<file path="src/rtl/token_scanner.sv">
// Token scanner: walks a byte ROM from address 0, folds decimal digits into
// 16-bit numbers and emits number/operator tokens over a valid/ready port.
// Scanning stops on the '#' end marker, or in ERR on a bad code, on a number
// that does not fit in 16 bits, or on running past address 99.
module token_scanner (
  input  logic        clk,
  input  logic        rst,
  input  logic        start,
  output logic [6:0]  index,
  input  logic [7:0]  rom_data,
  output logic        tok_valid,
  input  logic        tok_ready,
  output logic        tok_is_op,
  output logic [15:0] tok_value,
  output logic        busy,
  output logic        done,
  output logic        err,
  output logic [6:0]  tok_count
);

  typedef enum logic [2:0] {
    IDLE,
    FETCH,
    EMIT_NUM,
    EMIT_OP,
    DONE,
    ERR
  } state_t;

  localparam logic [6:0] LAST_INDEX = 7'd99;
  localparam logic [7:0] END_CODE   = 8'd10;
  localparam logic [7:0] OP_FIRST   = 8'd20;
  localparam logic [7:0] OP_LAST    = 8'd23;

  state_t      state, state_nxt;
  logic [6:0]  index_nxt;
  logic [6:0]  count_nxt;
  logic [15:0] acc, acc_nxt;
  logic        have_num, have_num_nxt;
  logic [7:0]  pend_code, pend_code_nxt;
  logic        pend_op, pend_op_nxt;
  logic        pend_end, pend_end_nxt;

  logic        is_digit;
  logic        is_end;
  logic        is_op;
  logic        at_last;
  logic        transfer;
  logic [19:0] acc_wide;

  // Token port and status flags are pure functions of the state, so reset clears them at once
  always_comb begin
    tok_valid = (state == EMIT_NUM) || (state == EMIT_OP);
    tok_is_op = (state == EMIT_OP);
    tok_value = 16'd0;
    if (state == EMIT_NUM) begin
      tok_value = acc;
    end else if (state == EMIT_OP) begin
      tok_value = {8'd0, pend_code};
    end
    busy = (state == FETCH) || (state == EMIT_NUM) || (state == EMIT_OP);
    done = (state == DONE);
    err  = (state == ERR);
  end

  // Classify the ROM byte and form acc*10+digit wide enough to see overflow
  always_comb begin
    is_digit = (rom_data <= 8'd9);
    is_end   = (rom_data == END_CODE);
    is_op    = (rom_data >= OP_FIRST) && (rom_data <= OP_LAST);
    at_last  = (index == LAST_INDEX);
    acc_wide = ({4'd0, acc} << 3) + ({4'd0, acc} << 1) + {16'd0, rom_data[3:0]};
    transfer = tok_valid && tok_ready;
  end

  // Next-state and datapath updates; every register holds unless a rule below changes it
  always_comb begin
    state_nxt     = state;
    index_nxt     = index;
    count_nxt     = tok_count;
    acc_nxt       = acc;
    have_num_nxt  = have_num;
    pend_code_nxt = pend_code;
    pend_op_nxt   = pend_op;
    pend_end_nxt  = pend_end;
    case (state)
      IDLE, DONE, ERR: begin
        if (start) begin
          state_nxt    = FETCH;
          index_nxt    = 7'd0;
          count_nxt    = 7'd0;
          acc_nxt      = 16'd0;
          have_num_nxt = 1'b0;
          pend_op_nxt  = 1'b0;
          pend_end_nxt = 1'b0;
        end
      end
      FETCH: begin
        if (is_digit) begin
          if (at_last || (acc_wide[19:16] != 4'd0)) begin
            state_nxt = ERR;
          end else begin
            acc_nxt      = acc_wide[15:0];
            have_num_nxt = 1'b1;
            index_nxt    = index + 7'd1;
          end
        end else if (is_op) begin
          if (at_last) begin
            state_nxt = ERR;
          end else begin
            pend_code_nxt = rom_data;
            index_nxt     = index + 7'd1;
            if (have_num) begin
              pend_op_nxt = 1'b1;
              state_nxt   = EMIT_NUM;
            end else begin
              state_nxt = EMIT_OP;
            end
          end
        end else if (is_end) begin
          if (have_num) begin
            pend_end_nxt = 1'b1;
            state_nxt    = EMIT_NUM;
          end else begin
            state_nxt = DONE;
          end
        end else begin
          state_nxt = ERR;
        end
      end
      EMIT_NUM: begin
        if (transfer) begin
          acc_nxt      = 16'd0;
          have_num_nxt = 1'b0;
          count_nxt    = tok_count + 7'd1;
          if (pend_op) begin
            pend_op_nxt = 1'b0;
            state_nxt   = EMIT_OP;
          end else begin
            pend_end_nxt = 1'b0;
            state_nxt    = pend_end ? DONE : FETCH;
          end
        end
      end
      EMIT_OP: begin
        if (transfer) begin
          count_nxt = tok_count + 7'd1;
          state_nxt = FETCH;
        end
      end
      default: begin
        state_nxt = IDLE;
      end
    endcase
  end

  // State and datapath registers with asynchronous active-low clear
  always_ff @(posedge clk or negedge rst) begin
    if (!rst) begin
      state     <= IDLE;
      index     <= 7'd0;
      tok_count <= 7'd0;
      acc       <= 16'd0;
      have_num  <= 1'b0;
      pend_code <= 8'd0;
      pend_op   <= 1'b0;
      pend_end  <= 1'b0;
    end else begin
      state     <= state_nxt;
      index     <= index_nxt;
      tok_count <= count_nxt;
      acc       <= acc_nxt;
      have_num  <= have_num_nxt;
      pend_code <= pend_code_nxt;
      pend_op   <= pend_op_nxt;
      pend_end  <= pend_end_nxt;
    end
  end

endmodule

</file>
<file path="config.mk">
export PLATFORM = sky130hd
export DESIGN_NAME = token_scanner
export DESIGN_NICKNAME = d
export VERILOG_FILES = /design/src/rtl/token_scanner.sv
export SDC_FILE = /design/constraint.sdc
export NUM_CORES = 1
export LEC_CHECK = 0
export ABC_AREA = 1
export BUFFER_PORTS_ARGS = -buffer_cell sky130_fd_sc_hd__buf_2
export CAP_MARGIN = 30
export CORE_MARGIN = 2
export CORE_UTILIZATION = 43
export CTS_CLUSTER_DIAMETER = 30
export DETAILED_ROUTE_END_ITERATION = 8
export HOLD_SLACK_MARGIN = 0.08
export PLACE_DENSITY = 0.71
export SYNTH_ARGS = -nofsm -noshare
export SYNTH_HDL_FRONTEND = slang
export SYNTH_SLANG_ARGS = --single-unit
</file>
<file path="constraint.sdc">
create_clock -name clk -period 2.6 [get_ports clk]
set_clock_uncertainty 0.2 [all_clocks]
set_input_delay 0.26 -clock clk [delete_from_list [all_inputs] [get_ports clk]]
set_output_delay 0.26 -clock clk [all_outputs]
set_load 0.02 [all_outputs]
</file>
==> results_dict.tcl <==
set metrics [dict create \
    yosys_warnings 0 \
    hold_path_class "primary input to register" \
    yosysTopAreaCell "dfrtp_1" \
    hold_slack_ns 0.133 \
    ys_seq_area_share_pct 30.9 \
    critPathBufInv 3 \
    tritoncts.num_buffers 5 \
    drtAntennaViolNets 0 \
    pin_count 47 \
    slew_headroom_pct 60.8 \
    synth-edff-count 0 \
    critical_path_class "register to register" \
    rows 33 \
    die-area_um2 9040 \
    period_needed_ns 2.87 \
    reg2reg_depth 16 \
    fin_nets 676 \
    path_cells "inv_2 > fa_2 > inv_2 > ha_4 > nand2_2 > nand2_2 > nand3_2 > nand2_2 > nand2_2 > nand2_1 > nand2_1 > nand2_2 > nor2_4 > buf_4 > nand3_4 > o21ai_1" \
    antenna_cells 0 \
    synthFlopType "dfrtp_1" \
    period_share_pct 110 \
    max_freq_mhz 348 \
    drive_above_1_share_pct 36.9 \
    syn_to_final_growth_pct 40.9 \
    p_leak_nw 2.63 \
    routed_wl_um 10700 \
    finalPower_mw 2.30 \
    cts_root_buffer "clkbuf_8" \
    cts_sinks 44 \
    syn_area_per_cell_um2 7.05 \
    cp.depth 16 \
    tightest_slew_ns 0.585 \
    grt_pass1_wl_um 16200 \
    required_ns 2.62 \
    final.setup.worst_slack_ns -0.270 \
    first_global_vias 3524 \
    crit_path_max_fanout 9 \
    place_congestion 0.892 \
    powerDensity_nw_per_um2 459 \
    path_delay_family "simple AND/OR/NAND/NOR gates" \
    yosysUniqueCellTypes 37 \
    htree_levels 2 \
    die_y_um 95.1 \
    crit_arrival_ns 2.89 \
    finalMaxSlewViolations 0 \
    synthCells 506 \
    syn_nets 553 \
    rsz0062_at_grt "yes" \
    synth_top_cell_area_share_pct 30.9 \
    async_reset_ff_share_pct 100 \
    grt_remaining_overflow 0 \
    crit_path_start_kind "register" \
    die_w_um 95.1 \
    ctsLongestPathBuffers 2 \
    core_area_um2 8130 \
    cts_tree "done" \
    path_common_cell "nand2_2" \
    synth_seq_cells 44 \
    detail_route.wl_per_cell_um 14.6 \
    outcome "complete, but fails checks" \
    violations "setup timing" \
    vias 3857 \
    antenna_found_initial 0 \
    grt_start_max_net_pins 45 \
    finalSetupViolations 27 \
    crit_path_top_delay_cell "fa_2" \
    maxCapViolations 0 \
    hold_violations 0 \
    ir_drop_mv 0.365 \
    dp_hpwl_um 7310 \
    synthMostInstantiatedCell "nand2_1" \
    slowest_delay_ns 0.56 \
    firstDrtPassIters 5 \
    drt_iter0_markers 295 \
    initial_core_util_pct 43.8 \
    port-buffer-count 46 \
    clk_pin_slew_ns 0.08 \
    clk_latency_ns 0.30 \
    whs_path_depth 4 \
    vias_per_cell 5.26 \
    drc 0 \
    grt_usage_pct 22.6 \
    synthTopCellsByCount "133 x nand2_1, 78 x inv_1, 44 x dfrtp_1, 44 x nor2_1, 41 x nand3_1" \
    synthTopCellsByArea "dfrtp_1 31%, nand2_1 14%, ha_1 12%" \
    synth_area_um2 3570 \
    cp-end-kind "register" \
]
-- final timing paths --
kind / startpoint / end / slack [ns]
setup / recovery: acc[2]$_DFFE_PN0P_ / acc[10]$_DFFE_PN0P_ / -0.27
hold / removal: tok_ready / state[1]$_DFFE_PN0P_ / 0.13
setup reg to reg: acc[2]$_DFFE_PN0P_ / acc[10]$_DFFE_PN0P_ / -0.27
hold reg to reg: pend_code[4]$_DFFE_PN0P_ / pend_code[4]$_DFFE_PN0P_ / 0.26
max in group asynchronous: rst / pend_code[5]$_DFFE_PN0P_ / 1.43
min in group asynchronous: rst / tok_count[3]$_DFFE_PN0P_ / 0.26
-- what timing repair did --
item	CTS	global route
buffers inserted	10	15
setup endpoints to repair	27	37
endpoints found under the hold margin	45	0
pin swaps	13	20
hold buffers	2	0
resized for setup	20	63
gates cloned	4	0
-- cells by family after synthesis --
group | share of synthesized area [%]
AND/OR/NAND/NOR | 33.2
buffers and inverters | 10.1
AO/OA/AOI/OAI | 9.61
flip-flops | 30.9
adder cells (fa/ha/maj) | 12.7
XOR/XNOR | 3.44
-- power breakdown --
part	switching, mW	leakage [nW]	internal, mW
clock	0.231	0.0501	0.276
combinational	0.633	2.00	0.316
sequential	0.0788	0.574	0.770
-- layout by cell type, fill, tap and decap left out, types with 17 or more instances in the layout --
cell,count
nand2_2,23
nand3_2,20
nor2_1,40
nand3_1,24
nand2_1,111
buf_2,46
inv_1,70
o21ai_0,18
dfrtp_1,40
buf_4,61
ha_1,20
a21oi_1,17
-- worst reg2reg max path, delay by kind of cell (launching register included) --
| family | cells | cell delay [ns] |
|---|---|---|
| AOI/OAI and AO/OA | 1 | 0.20 |
| adders and majority gates | 2 | 0.78 |
| buffers and inverters | 3 | 0.28 |
| DFF | 1 | 0.38 |
| and+or+nand+nor | 10 | 0.94 |
-- sequential cells by signal (all words and copies together) (netlist names) --
name / flops
have_num: 1
acc: 16
state: 3
tok_count: 7
pend_code: 8
index: 7
pend_end: 1
pend_op: 1
-- final cells by class --
cell class | count | area, um^2
clock inverter | 1 | 30.0
sequential | 44 | 1110
multi-input combinational | 376 | 2540
timing repair buffer | 117 | 823
inverter | 85 | 323
tap | 105 | 131
fill | 722 | 3110
clock buffer | 5 | 68.8
-- metrics by stage --
step | setup slack, ns | util, % | cells | area (um^2) | TNS (ns)
after global routing | -0.412 | 61.8 | 733 | 5020 | -10.20
after global placement | -0.224 | 52.4 | 695 | 4260 | -5.40
after CTS | -0.242 | 56.5 | 717 | 4590 | -5.89
after detailed placement | -0.333 | 52.4 | 695 | 4260 | -7.25
after floorplan | -0.0661 | - | 506 | 3620 | -1.21
final | -0.270 | 61.8 | 733 | 5020 | -6.20
-- metal layers --
layer  wire length [um]  up-vias  GRT usage [%]
met5                  0        -              0
met4                206        0           6.76
met3                511       21           2.77
met2               5380      133           36.9
met1               4630     1823           31.4
li1                   -     1880              -
No activity file was read; power rests on OpenSTA's default activity.
